[config.mk]
export PLATFORM = sky130hd
export DESIGN_NAME = decode_hazard_ctrl_flat
export DESIGN_NICKNAME = d
export VERILOG_FILES = /design/src/rtl/decode_hazard_ctrl_if.sv /design/src/rtl/decode_hazard_ctrl.sv /design/src/flat_wrapper.sv
export SDC_FILE = /design/constraint.sdc
export NUM_CORES = 1
export LEC_CHECK = 0
export ABC_CLOCK_PERIOD_IN_PS = 5000
export CELL_PAD_IN_SITES_DETAIL_PLACEMENT = 1
export CELL_PAD_IN_SITES_GLOBAL_PLACEMENT = 1
export CORE_UTILIZATION = 41
export CTS_CLUSTER_DIAMETER = 150
export DETAILED_ROUTE_END_ITERATION = 12
export PLACE_DENSITY = 0.8
export REMOVE_ABC_BUFFERS = 1
export SYNTH_ARGS = -nofsm -noshare
export SYNTH_HDL_FRONTEND = slang
export SYNTH_SLANG_ARGS = --single-unit
[constraint.sdc]
create_clock -name clk -period 5 [get_ports clk]
set_clock_uncertainty 0.05 [all_clocks]
set_input_delay 0.5 -clock clk [delete_from_list [all_inputs] [get_ports clk]]
set_output_delay 0.5 -clock clk [all_outputs]
set_load 0.03 [all_outputs]
[src/rtl/decode_hazard_ctrl_if.sv]
`default_nettype none
// +--------------------------------------------------------------------------+
// | Module   : decode_hazard_ctrl_if                                         |
// | Purpose  : Bundles the decode-stage handshake between the decode stage   |
// |            (master) and the RAW hazard controller (slave).               |
// | Signals  : ID_Valid, ID_ReadReg1/2, ID_Read1En/2En, ID_WriteReg,         |
// |            ID_RegWrite, ID_Halt, Flush   -> controller                   |
// |            Stall, Issue, Busy, Halted, StallCnt[CNT_W]  <- controller    |
// | Revision : 1.0  initial release                                          |
// +--------------------------------------------------------------------------+
interface decode_hazard_ctrl_if #(
    parameter int CNT_W = 16
);
    logic             ID_Valid;
    logic [2:0]       ID_ReadReg1;
    logic [2:0]       ID_ReadReg2;
    logic             ID_Read1En;
    logic             ID_Read2En;
    logic [2:0]       ID_WriteReg;
    logic             ID_RegWrite;
    logic             ID_Halt;
    logic             Flush;
    logic             Stall;
    logic             Issue;
    logic             Busy;
    logic             Halted;
    logic [CNT_W-1:0] StallCnt;

    // Decode-stage side
    modport master (
        output ID_Valid, ID_ReadReg1, ID_ReadReg2, ID_Read1En, ID_Read2En,
        output ID_WriteReg, ID_RegWrite, ID_Halt, Flush,
        input  Stall, Issue, Busy, Halted, StallCnt
    );

    // Hazard-controller side
    modport slave (
        input  ID_Valid, ID_ReadReg1, ID_ReadReg2, ID_Read1En, ID_Read2En,
        input  ID_WriteReg, ID_RegWrite, ID_Halt, Flush,
        output Stall, Issue, Busy, Halted, StallCnt
    );
endinterface
`default_nettype wire

[src/rtl/decode_hazard_ctrl.sv]
`default_nettype none
// +--------------------------------------------------------------------------+
// | Module   : decode_hazard_ctrl                                            |
// | Purpose  : Scoreboard-based RAW hazard control for the decode stage.     |
// |            Tracks destinations of instructions in EX/MEM/WB, stalls a    |
// |            decode instruction that reads one of them, and sequences a    |
// |            halt through RUN -> DRAIN -> HALTED.                          |
// | Ports    : clk  - single clock, rising edge                              |
// |            rst  - asynchronous, active-low reset                         |
// |            bus  - decode_hazard_ctrl_if.slave (decode request inputs,    |
// |                   Stall/Issue/Busy/Halted/StallCnt outputs)              |
// | Revision : 1.0  initial release                                          |
// +--------------------------------------------------------------------------+
module decode_hazard_ctrl #(
    parameter int CNT_W = 16
) (
    input  logic                 clk,
    input  logic                 rst,
    decode_hazard_ctrl_if.slave  bus
);

    localparam logic [1:0] c_RUN    = 2'd0;
    localparam logic [1:0] c_DRAIN  = 2'd1;
    localparam logic [1:0] c_HALTED = 2'd2;

    // Scoreboard: slot 0 = EX, slot 1 = MEM, slot 2 = WB
    logic [2:0]       r_slotV;
    logic [2:0]       r_slotDst [0:2];
    logic [1:0]       r_state;
    logic [1:0]       r_drainCnt;
    logic [CNT_W-1:0] r_stallCnt;

    logic [1:0]       w_nextState;
    logic [1:0]       w_nextDrainCnt;
    logic             w_hit1;
    logic             w_hit2;
    logic             w_run;
    logic             w_stall;
    logic             w_issue;
    logic             w_halted;

    // WB still counts as a hazard: the register file has no write-through.
    always_comb begin
        w_hit1 = (r_slotV[0] && (r_slotDst[0] == bus.ID_ReadReg1)) ||
                 (r_slotV[1] && (r_slotDst[1] == bus.ID_ReadReg1)) ||
                 (r_slotV[2] && (r_slotDst[2] == bus.ID_ReadReg1));
        w_hit2 = (r_slotV[0] && (r_slotDst[0] == bus.ID_ReadReg2)) ||
                 (r_slotV[1] && (r_slotDst[1] == bus.ID_ReadReg2)) ||
                 (r_slotV[2] && (r_slotDst[2] == bus.ID_ReadReg2));
    end

    // ---------------------------------------------------------------- FSM: state register
    always_ff @(posedge clk or negedge rst) begin
        if (!rst) begin
            r_state    <= c_RUN;
            r_drainCnt <= 2'd0;
        end else begin
            r_state    <= w_nextState;
            r_drainCnt <= w_nextDrainCnt;
        end
    end

    // ---------------------------------------------------------------- FSM: next state
    // The halt enters EX on the issuing edge; three further edges carry it
    // through EX, MEM and WB, so the third DRAIN edge lands in HALTED.
    always_comb begin
        w_nextState    = r_state;
        w_nextDrainCnt = r_drainCnt;
        case (r_state)
            c_RUN: begin
                if (w_issue && bus.ID_Halt) begin
                    w_nextState    = c_DRAIN;
                    w_nextDrainCnt = 2'd0;
                end
            end
            c_DRAIN: begin
                w_nextDrainCnt = r_drainCnt + 2'd1;
                if (r_drainCnt == 2'd2) begin
                    w_nextState = c_HALTED;
                end
            end
            c_HALTED: begin
                w_nextState = c_HALTED;
            end
            default: begin
                w_nextState    = c_RUN;
                w_nextDrainCnt = 2'd0;
            end
        endcase
    end

    // ---------------------------------------------------------------- FSM: outputs
    // Flush masks both Stall and Issue; a wrong-path instruction never waits.
    always_comb begin
        w_run    = (r_state == c_RUN);
        w_halted = (r_state == c_HALTED);
        w_stall  = bus.ID_Valid && !bus.Flush && w_run &&
                   ((bus.ID_Read1En && w_hit1) || (bus.ID_Read2En && w_hit2));
        w_issue  = bus.ID_Valid && !bus.Flush && !w_stall && w_run;
    end

    // ---------------------------------------------------------------- scoreboard and counter
    // Slots shift every edge, even on flush; a stalled cycle loads a bubble.
    always_ff @(posedge clk or negedge rst) begin
        if (!rst) begin
            r_slotV      <= 3'b000;
            r_slotDst[0] <= 3'd0;
            r_slotDst[1] <= 3'd0;
            r_slotDst[2] <= 3'd0;
            r_stallCnt   <= '0;
        end else begin
            r_slotV[2]   <= r_slotV[1];
            r_slotDst[2] <= r_slotDst[1];
            r_slotV[1]   <= r_slotV[0];
            r_slotDst[1] <= r_slotDst[0];
            if (w_issue && bus.ID_RegWrite) begin
                r_slotV[0]   <= 1'b1;
                r_slotDst[0] <= bus.ID_WriteReg;
            end else begin
                r_slotV[0]   <= 1'b0;
                r_slotDst[0] <= 3'd0;
            end
            if (w_stall && (r_stallCnt != {CNT_W{1'b1}})) begin
                r_stallCnt <= r_stallCnt + 1'b1;
            end
        end
    end

    assign bus.Stall    = w_stall;
    assign bus.Issue    = w_issue;
    assign bus.Busy     = |r_slotV;
    assign bus.Halted   = w_halted;
    assign bus.StallCnt = r_stallCnt;

endmodule
`default_nettype wire

[src/flat_wrapper.sv]
// flat-port wrapper written by rule: the top's interface ports become plain ports
module decode_hazard_ctrl_flat 
#(
    parameter int CNT_W = 16
)
  (clk, rst, bus_ID_Valid, bus_ID_ReadReg1, bus_ID_ReadReg2, bus_ID_Read1En, bus_ID_Read2En, bus_ID_WriteReg, bus_ID_RegWrite, bus_ID_Halt, bus_Flush, bus_Stall, bus_Issue, bus_Busy, bus_Halted, bus_StallCnt);
  decode_hazard_ctrl_if #(.CNT_W(CNT_W)) bus_i ();
  input  logic clk;
  input  logic rst;
  input wire logic [$bits(bus_i.ID_Valid)-1:0] bus_ID_Valid;
  input wire logic [$bits(bus_i.ID_ReadReg1)-1:0] bus_ID_ReadReg1;
  input wire logic [$bits(bus_i.ID_ReadReg2)-1:0] bus_ID_ReadReg2;
  input wire logic [$bits(bus_i.ID_Read1En)-1:0] bus_ID_Read1En;
  input wire logic [$bits(bus_i.ID_Read2En)-1:0] bus_ID_Read2En;
  input wire logic [$bits(bus_i.ID_WriteReg)-1:0] bus_ID_WriteReg;
  input wire logic [$bits(bus_i.ID_RegWrite)-1:0] bus_ID_RegWrite;
  input wire logic [$bits(bus_i.ID_Halt)-1:0] bus_ID_Halt;
  input wire logic [$bits(bus_i.Flush)-1:0] bus_Flush;
  output wire logic [$bits(bus_i.Stall)-1:0] bus_Stall;
  output wire logic [$bits(bus_i.Issue)-1:0] bus_Issue;
  output wire logic [$bits(bus_i.Busy)-1:0] bus_Busy;
  output wire logic [$bits(bus_i.Halted)-1:0] bus_Halted;
  output wire logic [$bits(bus_i.StallCnt)-1:0] bus_StallCnt;
  assign bus_i.ID_Valid = bus_ID_Valid;
  assign bus_i.ID_ReadReg1 = bus_ID_ReadReg1;
  assign bus_i.ID_ReadReg2 = bus_ID_ReadReg2;
  assign bus_i.ID_Read1En = bus_ID_Read1En;
  assign bus_i.ID_Read2En = bus_ID_Read2En;
  assign bus_i.ID_WriteReg = bus_ID_WriteReg;
  assign bus_i.ID_RegWrite = bus_ID_RegWrite;
  assign bus_i.ID_Halt = bus_ID_Halt;
  assign bus_i.Flush = bus_Flush;
  assign bus_Stall = bus_i.Stall;
  assign bus_Issue = bus_i.Issue;
  assign bus_Busy = bus_i.Busy;
  assign bus_Halted = bus_i.Halted;
  assign bus_StallCnt = bus_i.StallCnt;
  decode_hazard_ctrl #(.CNT_W(CNT_W)) u_core (.clk(clk), .rst(rst), .bus(bus_i));
endmodule
==> results of run 1 <==
-- worst paths after layout --
kind	from	endpoint	slack, ns	cells past startpoint
max	bus_ID_ReadReg2[0]	bus_Stall	1.51	6
min	u_core.r_slotDst[6]	u_core.r_slotDst[3]	0.40	0
max reg2reg	u_core.bus.StallCnt[0]	u_core.bus.StallCnt[1]	2.53	7
min reg2reg	u_core.r_slotDst[6]	u_core.r_slotDst[3]	0.40	0
max in group asynchronous	rst	u_core.bus.StallCnt[12]	4.05	2
min in group asynchronous	rst	u_core.r_slotDst[3]	0.56	2
-- layout by cell type, fill, tap and decap left out, drive strengths merged --
cell type / Yosys / final
nand2: 3 / 3
nand2b: 2 / 2
bufinv: 0 / 1
mux2: 2 / 2
dfrtp: 32 / 32
buf: 3 / 1
mux2i: 1 / 1
xnor2: 33 / 33
o21ba: 1 / 1
clkdlybuf4s50: 0 / 36
inv: 8 / 8
a31o: 1 / 1
ha: 5 / 5
nor2: 1 / 1
nor2b: 3 / 3
clkbuf: 0 / 7
or3: 1 / 1
and3: 12 / 12
o41ai: 1 / 1
nor3: 1 / 1
a31oi: 3 / 3
and2: 3 / 3
nand3: 10 / 10
nand3b: 1 / 1
a21oi: 2 / 2
nand4: 12 / 12
-- flip-flops by register name, summed over array words and instances, names as in the netlist --
| name | count |
|---|---|
| u_core.bus.StallCnt | 16 |
| u_core.r_slotDst | 9 |
| u_core.r_slotV | 3 |
| u_core.r_drainCnt | 2 |
| u_core.r_state | 2 |
-- through the flow --
step	area (sq um)	instances	hold slack, ns
final	2140	231	0.395
after global routing	2140	231	0.415
after CTS	2140	231	0.399
after detailed placement	2010	223	0.393
after global placement	2010	223	0.388
after floorplan	1580	138	0.154
-- power breakdown --
part	switching (mW)	internal [mW]	leakage (nW)
registers	0	0.259	0.437
clock network	0.0939	0.176	0.0645
logic	0.0125	0.0163	0.452
-- cells by family (layout without fill, tap and decap cells) --
family                   Yosys count  in the layout  share of synthesized area (%)
AO/OA/AOI/OAI                      8              8                           4.38
XOR/XNOR                          33             33                           18.0
adder cells (fa/ha/maj)            5              5                           3.91
buffers and inverters             11             53                           3.12
flip-flops                        32             32                           50.0
multiplexers                       3              3                           2.27
AND/OR/NAND/NOR                   49             49                           18.3
-- routing by layer --
| metal | vias to the layer above | wire length, um | global-route usage (%) |
|---|---|---|---|
| met4 | 0 | 57 | 7.50 |
| met3 | 6 | 167 | 6.16 |
| li1 | 562 | - | - |
| met2 | 26 | 1870 | 35.5 |
| met5 | - | 0 | 0 |
| met1 | 589 | 1580 | 24.1 |
-- synth_stat cells (all sizes together) --
master  count
nor2        1
nand2b      2
inv         8
a31o        1
mux2i       1
nand2       3
and2        3
nand3b      1
ha          5
and3       12
nor2b       3
buf         3
a21oi       2
a31oi       3
or3         1
nand4      12
mux2        2
o41ai       1
nand3      10
dfrtp      32
xnor2      33
o21ba       1
nor3        1
-- worst register-to-register path, delay by kind of cell, from the launching register on --
family,cells,cell delay (ns)
multiplexers,1,0.35
adder cells (fa/ha/maj),1,0.19
flip-flops,1,0.40
AND/OR/NAND/NOR,5,1.36
-- cell type report --
type                    count  area share (%)
clock buffers               7            4.51
clock inverters             1            1.41
inverters                   8            1.41
multi-input cells          98            35.1
flip-flops and latches     32            37.5
well taps                  48            2.81
repair buffers             37            17.2
==> impl_metrics.py, run 1 <==
metrics = {
    "timing": {
        "final_count_of_hold_timing_violations": 0,
        "report.final.setup_viol": 0,
        "maxClockFrequency_mhz": 286,
        "setup_tns_ns": 0,
        "max_slew.worst_pin.slew_ns": 0.687,
        "grt_setup_unrepaired": "false",
        "fin_ws_ns": 1.51,
        "post-route-min-period_ns": 3.49,
        "timing_max_transition_violations_final": 0,
        "max_slew_margin_pct": 53.8,
        "finalCritPeriodShare_pct": 69.8,
    },
    "yosys": {
        "synthCells": 141,
        "ys_top_cells_by_area": "dfrtp_1, xnor2_1, and3_1",
        "synth_largest_type_area_fraction_pct": 50.0,
        "synth.yosys.seq_area_share_pct": 50.0,
        "yosys.area.top_type": "dfrtp_1",
        "synthesized_cell_area_sq_mm": 0.00160,
        "synth.distinct_cells": 28,
        "synthesis.area_per_instance_sq_um": 11.4,
        "yosys_warnings": 0,
        "postSynthRegisterBits": 32,
    },
    "clock_tree": {
        "cts_root_buf": "clkbuf_8",
        "postCtsHoldBufs": 0,
        "postCtsSetupRepairBufs": 0,
        "clkSinkCount": 32,
        "cts_buffer_depth": 2,
        "tritoncts": "built",
        "ctsHtreeMaxLevel": 2,
        "cts_inserted_buffers": 5,
        "clk_latency_ns": 0.29,
        "clk_pin_slew_worst_paths_ns": 0.07,
        "postcts_resize_cnt": 0,
    },
    "critical_path": {
        "worst_setup_path_end_kind": "output pin",
        "worst_path_most_repeated_cell": "clkdlybuf4s50_1",
        "worst_setup_path_start_kind": "input pin",
        "crit_fanout": 16,
        "worst_path_dominant_cell_family": "buffers and inverters",
        "crit_type": "in2out",
        "crit_arrival_ns": 2.94,
        "worst_path_largest_cell_delay_ns": 0.78,
        "worst_path_cell_trace": "clkdlybuf4s50_1, xnor2_1, nand4_1, a31oi_1, o21ba_1, clkdlybuf4s50_1",
        "slowest_stage": "clkdlybuf4s50_1",
        "worstPathBufferInverterCount": 2,
        "critPathRequiredTime_ns": 4.45,
    },
    "floorplan": {
        "floorplan.die_area_sq_mm": 0.00416,
        "fp-row-count": 22,
        "coreArea_sq_mm": 0.00372,
        "floorplan.die.height_um": 64.5,
        "floorplan.initialDensity_pct": 43.1,
        "die-width_um": 64.5,
        "io-pin-count": 37,
    },
    "global_route": {
        "vias_in_the_first_global_route": 1335,
        "maximum_number_of_pins_on_one_net_before_global_route_repair": 33,
        "grt-ovfl-total": 0,
        "antenna_found_initial": 0,
        "grt_use_total_pct": 20.6,
        "grt_first_pass_wirelength_mm": 6.32,
    },
    "drt": {
        "antenna_left": 0,
        "detail_route.iter0.violations": 27,
        "drcViolationCount": 0,
        "wl_per_cell_um": 15.9,
        "detail_route.wirelength_mm": 3.68,
        "drt_pre_antenna_iters": 4,
        "avgViaCountPerCell": 5.12,
        "vias": 1183,
    },
    "power_and_ir_drop": {
        "p_total_mw": 0.557,
        "vdd_drop_max_mv": 0.207,
        "total_leakage_power_nw": 0.954,
        "power-per-cell-area_mw_per_mm2": 261,
    },
    "flow_run": {
        "cap_violations": 0,
    },
    "cells_and_area": {
        "layout-area-overhead-vs-synth_pct": 33.4,
        "total_number_of_nets_in_the_final_design": 204,
        "fin_util_pct": 57.5,
        "seq_area_sq_um": 801,
        "layout-drive-gt1-share_pct": 8.20,
        "n_antenna_cell": 0,
        "nFillCells": 399,
        "multi_input_comb_area_sq_um": 751,
    },
    "status": {
        "outcome": "finished clean",
    },
    "placement": {
        "port_buffers": 36,
        "dpl_worst_slack_ns": 1.52,
        "gp_congestion": 0.765,
        "dp_hpwl_mm": 2.70,
    },
    "min_path": {
        "worst_min_path_class": "reg2reg",
    },
}
(Power assumes the default switching activity.)
==> run 2: changes to the inputs <==
ABC_CLOCK_PERIOD_IN_PS = 3130   (was 5000)
CORE_UTILIZATION = 35   (was 41)
PLACE_DENSITY = 0.72   (was 0.8)
clock period = 3.13 ns   (was 5 ns; I/O delays follow)
==> impl_metrics.py, run 2 (synthesized netlist as in run 1, its figures left out) <==
metrics = {
    "cells_and_area": {
        "layout_commonest_cell": "clkdlybuf4s50_1",
        "most_used_cells_in_the_layout_excluding_fill_and_tap_cells": "clkdlybuf4s50_1, xnor2_1, dfrtp_1",
        "layout-area-overhead-vs-synth_pct": 32.5,
        "nFillCells": 487,
        "layout-drive-gt1-share_pct": 9.19,
        "total_number_of_nets_in_the_final_design": 206,
        "n_antenna_cell": 0,
        "max_reg_flops": 16,
    },
    "floorplan": {
        "floorplan.die_area_sq_mm": 0.00485,
        "floorplan.die.height_um": 69.6,
        "fp-row-count": 24,
        "die-width_um": 69.6,
        "coreArea_sq_mm": 0.00438,
        "io-pin-count": 37,
        "floorplan.initialDensity_pct": 36.5,
    },
    "timing": {
        "maxClockFrequency_mhz": 353,
        "timing_max_transition_violations_final": 0,
        "max_slew.worst_pin.slew_ns": 0.533,
        "finalCritPeriodShare_pct": 90.6,
        "max_slew_margin_pct": 64.2,
        "setup_tns_ns": 0,
        "post-route-min-period_ns": 2.83,
        "final_hold_slack_ns": 0.378,
        "report.final.setup_viol": 0,
        "grt_setup_unrepaired": "false",
        "final_count_of_hold_timing_violations": 0,
    },
    "placement": {
        "dp_hpwl_mm": 2.76,
        "gp_congestion": 0.871,
        "port_buffers": 36,
    },
    "critical_path": {
        "worst_path_dominant_cell_family": "buffers and inverters",
        "crit_fanout": 6,
        "critical_path.reg2reg.startpoint": "u_core.r_slotDst[2]",
        "crit_type": "in2out",
        "cp_startpoint": "bus_ID_ReadReg1[0]",
        "setup.reg_to_reg.worst_slack_ns": 1.00,
        "worst_path_cell_trace": "clkdlybuf4s50_1, xnor2_1, nand4_2, a31oi_2, nor3_1, clkdlybuf4s50_1",
        "critPathRequiredTime_ns": 2.77,
        "worst_setup_path_end_kind": "output pin",
        "crit_arrival_ns": 2.47,
        "slowest_stage": "clkdlybuf4s50_1",
        "worstPathBufferInverterCount": 2,
        "worst_setup_path_start_kind": "input pin",
        "worst_path_largest_cell_delay_ns": 0.77,
        "worst_path_most_repeated_cell": "clkdlybuf4s50_1",
    },
    "drt": {
        "vias": 1191,
        "antenna_left": 0,
        "detail_route.iter0.violations": 26,
        "wl_per_cell_um": 15.6,
        "avgViaCountPerCell": 5.03,
        "detail_route.wirelength_mm": 3.70,
        "drcViolationCount": 0,
        "drt_pre_antenna_iters": 4,
    },
    "clock_tree": {
        "postcts_resize_cnt": 0,
        "cts_inserted_buffers": 5,
        "cts_root_buf": "clkbuf_8",
        "clkSinkCount": 32,
        "ctsHtreeMaxLevel": 2,
        "cts_buffer_depth": 2,
        "tritoncts": "built",
        "postCtsSetupRepairBufs": 0,
        "clk_pin_slew_worst_paths_ns": 0.07,
        "clk_latency_ns": 0.29,
        "postCtsHoldBufs": 0,
    },
    "global_route": {
        "grt_first_pass_wirelength_mm": 6.39,
        "grt-ovfl-total": 0,
        "maximum_number_of_pins_on_one_net_before_global_route_repair": 33,
        "vias_in_the_first_global_route": 1327,
        "grt_use_total_pct": 17.1,
        "antenna_found_initial": 0,
    },
    "power_and_ir_drop": {
        "total_leakage_power_nw": 0.950,
        "p_total_mw": 0.792,
        "vdd_drop_max_mv": 0.164,
        "power-per-cell-area_mw_per_mm2": 373,
    },
    "min_path": {
        "worst_min_path_class": "in2async",
    },
    "flow_run": {
        "cap_violations": 0,
    },
    "status": {
        "outcome": "finished clean",
    },
}
==> run 2: path summary, 6_finish.rpt <==
check | to | depth (start not counted)
setup / recovery | bus_Issue | 6
hold / removal | u_core.r_slotDst[8] | 2
setup reg to reg | u_core.bus.StallCnt[1] | 7
hold reg to reg | u_core.r_slotDst[5] | 0
max in group asynchronous | u_core.r_state[1] | 2
min in group clk | u_core.r_slotDst[5] | 0
==> run 2: cell type report <==
type | instances | area (sq um) | share of cell area, %
Clock inverter | 2 | 10.0 | 0.472
Multi-Input combinational cell | 98 | 751 | 35.4
Sequential cell | 32 | 801 | 37.7
Clock buffer | 6 | 82.6 | 3.89
Tap cell | 52 | 65.1 | 3.07
Inverter | 8 | 30.0 | 1.42
Timing Repair Buffer | 39 | 383 | 18.0
==> run 2: per-layer routing <==
metal | track usage (%) | share of wire [%]
met1 | 20.4 | 44
met4 | 5.33 | 1.4
met5 | 0 | 0
met2 | 29.2 | 51
met3 | 5.67 | 3.9
==> run 2: metrics by stage <==
step	instance area [sq um]	setup WS, ns	util (%)	std cells
6_report	2120	0.295	48.4	237
5_1_grt	2120	0.183	48.4	237
4_1_cts	2120	0.276	48.4	237
3_5_place_dp	2030	0.279	46.3	229
3_3_place_gp	2030	0.330	46.3	229
2_1_floorplan	1580	0.826	-	138
==> run 2: report_power, final <==
| part | internal (mW) | total, mW | switching, mW |
|---|---|---|---|
| clock network | 0.175 | 0.332 | 0.157 |
| registers | 0.413 | 0.413 | 0 |
| logic | 0.0261 | 0.0463 | 0.0202 |
| total | 0.615 | 0.792 | 0.177 |
==> run 3: changes to the inputs <==
CORE_MARGIN = 5   (was default)
==> impl_metrics.py, run 3 (synthesized netlist as in run 1, its figures left out) <==
metrics = {
    "cells_and_area": {
        "max_reg_flops": 16,
        "layout-area-overhead-vs-synth_pct": 32.5,
        "layout_commonest_cell": "clkdlybuf4s50_1",
        "n_antenna_cell": 0,
        "final_design_area_no_fill_sq_mm": 0.00212,
        "most_used_cells_in_the_layout_excluding_fill_and_tap_cells": "clkdlybuf4s50_1, xnor2_1, dfrtp_1",
        "layout-drive-gt1-share_pct": 9.19,
        "total_number_of_nets_in_the_final_design": 206,
    },
    "critical_path": {
        "worst_path_most_repeated_cell": "clkdlybuf4s50_1",
        "crit_arrival_ns": 2.51,
        "critPathRequiredTime_ns": 2.77,
        "worst_path_dominant_cell_family": "buffers and inverters",
        "worst_path_largest_cell_delay_ns": 0.79,
        "worstPathBufferInverterCount": 2,
        "slowest_stage": "clkdlybuf4s50_1",
        "worst_setup_path_start_kind": "input pin",
        "crit_fanout": 6,
        "worst_setup_path_end_kind": "output pin",
        "worst_path_cell_trace": "clkdlybuf4s50_1, xnor2_1, nand4_1, a31oi_2, nor3_1, clkdlybuf4s50_1",
        "crit_type": "in2out",
    },
    "clock_tree": {
        "cts_inserted_buffers": 5,
        "postcts_resize_cnt": 0,
        "clk_pin_slew_worst_paths_ns": 0.07,
        "clkSinkCount": 32,
        "postCtsHoldBufs": 0,
        "tritoncts": "built",
        "clk_latency_ns": 0.28,
        "postCtsSetupRepairBufs": 0,
        "cts_buffer_depth": 2,
        "cts_root_buf": "clkbuf_8",
        "ctsHtreeMaxLevel": 2,
    },
    "global_route": {
        "maximum_number_of_pins_on_one_net_before_global_route_repair": 33,
        "grt-ovfl-total": 0,
        "grt_use_total_pct": 13.6,
        "vias_in_the_first_global_route": 1381,
        "grt_first_pass_wirelength_mm": 6.51,
        "antenna_found_initial": 0,
    },
    "placement": {
        "dpl_worst_slack_ns": 0.236,
        "post_dp_cell_area_sq_mm": 0.00203,
        "gp_congestion": 0.825,
        "dp_hpwl_mm": 3.05,
        "port_buffers": 36,
    },
    "timing": {
        "final_count_of_hold_timing_violations": 0,
        "finalCritPeriodShare_pct": 91.8,
        "maxClockFrequency_mhz": 348,
        "report.final.setup_viol": 0,
        "grt_setup_unrepaired": "false",
        "max_slew.worst_pin.slew_ns": 0.530,
        "post-route-min-period_ns": 2.87,
        "fin_ws_ns": 0.256,
        "timing_max_transition_violations_final": 0,
        "setup_tns_ns": 0,
        "final_hold_slack_ns": 0.379,
        "max_slew_margin_pct": 64.4,
    },
    "drt": {
        "antenna_left": 0,
        "top_layer": "met4",
        "drcViolationCount": 0,
        "met3_wirelength_um": 200,
        "wl_met1_mm": 1.54,
        "detail_route.wirelength_mm": 3.89,
        "avgViaCountPerCell": 5.03,
        "vias": 1192,
        "detail_route.iter0.violations": 27,
        "wl_per_cell_um": 16.4,
        "drt_pre_antenna_iters": 3,
        "met2_wirelength_mm": 2.10,
    },
    "power_and_ir_drop": {
        "power-per-cell-area_mw_per_mm2": 369,
        "vdd_drop_max_mv": 0.224,
        "total_leakage_power_nw": 0.950,
        "p_total_mw": 0.783,
    },
    "floorplan": {
        "coreArea_sq_mm": 0.00438,
        "floorplan.die.height_um": 77.6,
        "floorplan.die_area_sq_mm": 0.00603,
        "floorplan.initialDensity_pct": 36.5,
        "io-pin-count": 37,
        "die-width_um": 77.6,
        "fp-row-count": 24,
    },
    "min_path": {
        "worst_min_path_class": "in2async",
    },
    "flow_run": {
        "cap_violations": 0,
    },
    "status": {
        "outcome": "finished clean",
    },
}
==> run 3: cell counts in the layout (fill, tap and decap cells not counted) <==
Identical to the previous run, type by type.
==> run 3: path summary, 6_finish.rpt <==
check | start | slack [ns] | cells past startpoint | endpoint
max | bus_ID_ReadReg1[2] | 0.26 | 6 | bus_Issue
min | rst | 0.38 | 2 | u_core.r_slotDst[2]
max reg2reg | u_core.r_slotDst[2] | 1.01 | 7 | u_core.bus.StallCnt[1]
min reg2reg | u_core.r_slotDst[8] | 0.40 | 0 | u_core.r_slotDst[5]
max in group asynchronous | rst | 2.35 | 2 | u_core.bus.StallCnt[0]
min in group clk | u_core.r_slotDst[8] | 0.40 | 0 | u_core.r_slotDst[5]
==> run 3: area by class of cell <==
type | instances | area, sq um
clock buffers | 6 | 82.6
clock inverters | 2 | 10.0
fillers | 478 | 2260
inverters | 8 | 30.0
multi-input cells | 98 | 751
flip-flops and latches | 32 | 801
well taps | 52 | 65.1
repair buffers | 39 | 383
==> run 3: per-stage QoR <==
step	util, %	cells
after detailed placement	46.3	229
after CTS	48.4	237
after global routing	48.4	237
after floorplan	-	138
after global placement	46.3	229
final	48.4	237
==> run 3: per-layer routing <==
metal	GRT usage (%)	vias to the layer above
li1	-	568
met1	14.5	592
met2	24.8	26
met3	4.86	6
met4	4.12	0
met5	0	-
==> run 3: worst reg2reg max path, delay by kind of cell (launching register included) <==
family | cells | cell delay (ns)
muxes | 1 | 0.32
and+or+nand+nor | 2 | 0.24
buffers and inverters | 1 | 0.22
xor gates and xnor gates | 1 | 0.20
DFF | 1 | 0.41
AOI/OAI and AO/OA | 2 | 0.56
==> run 3: report_power, final <==
part | internal, mW | switching (mW)
clock network | 0.175 | 0.147
registers | 0.414 | 0
logic | 0.0261 | 0.0208
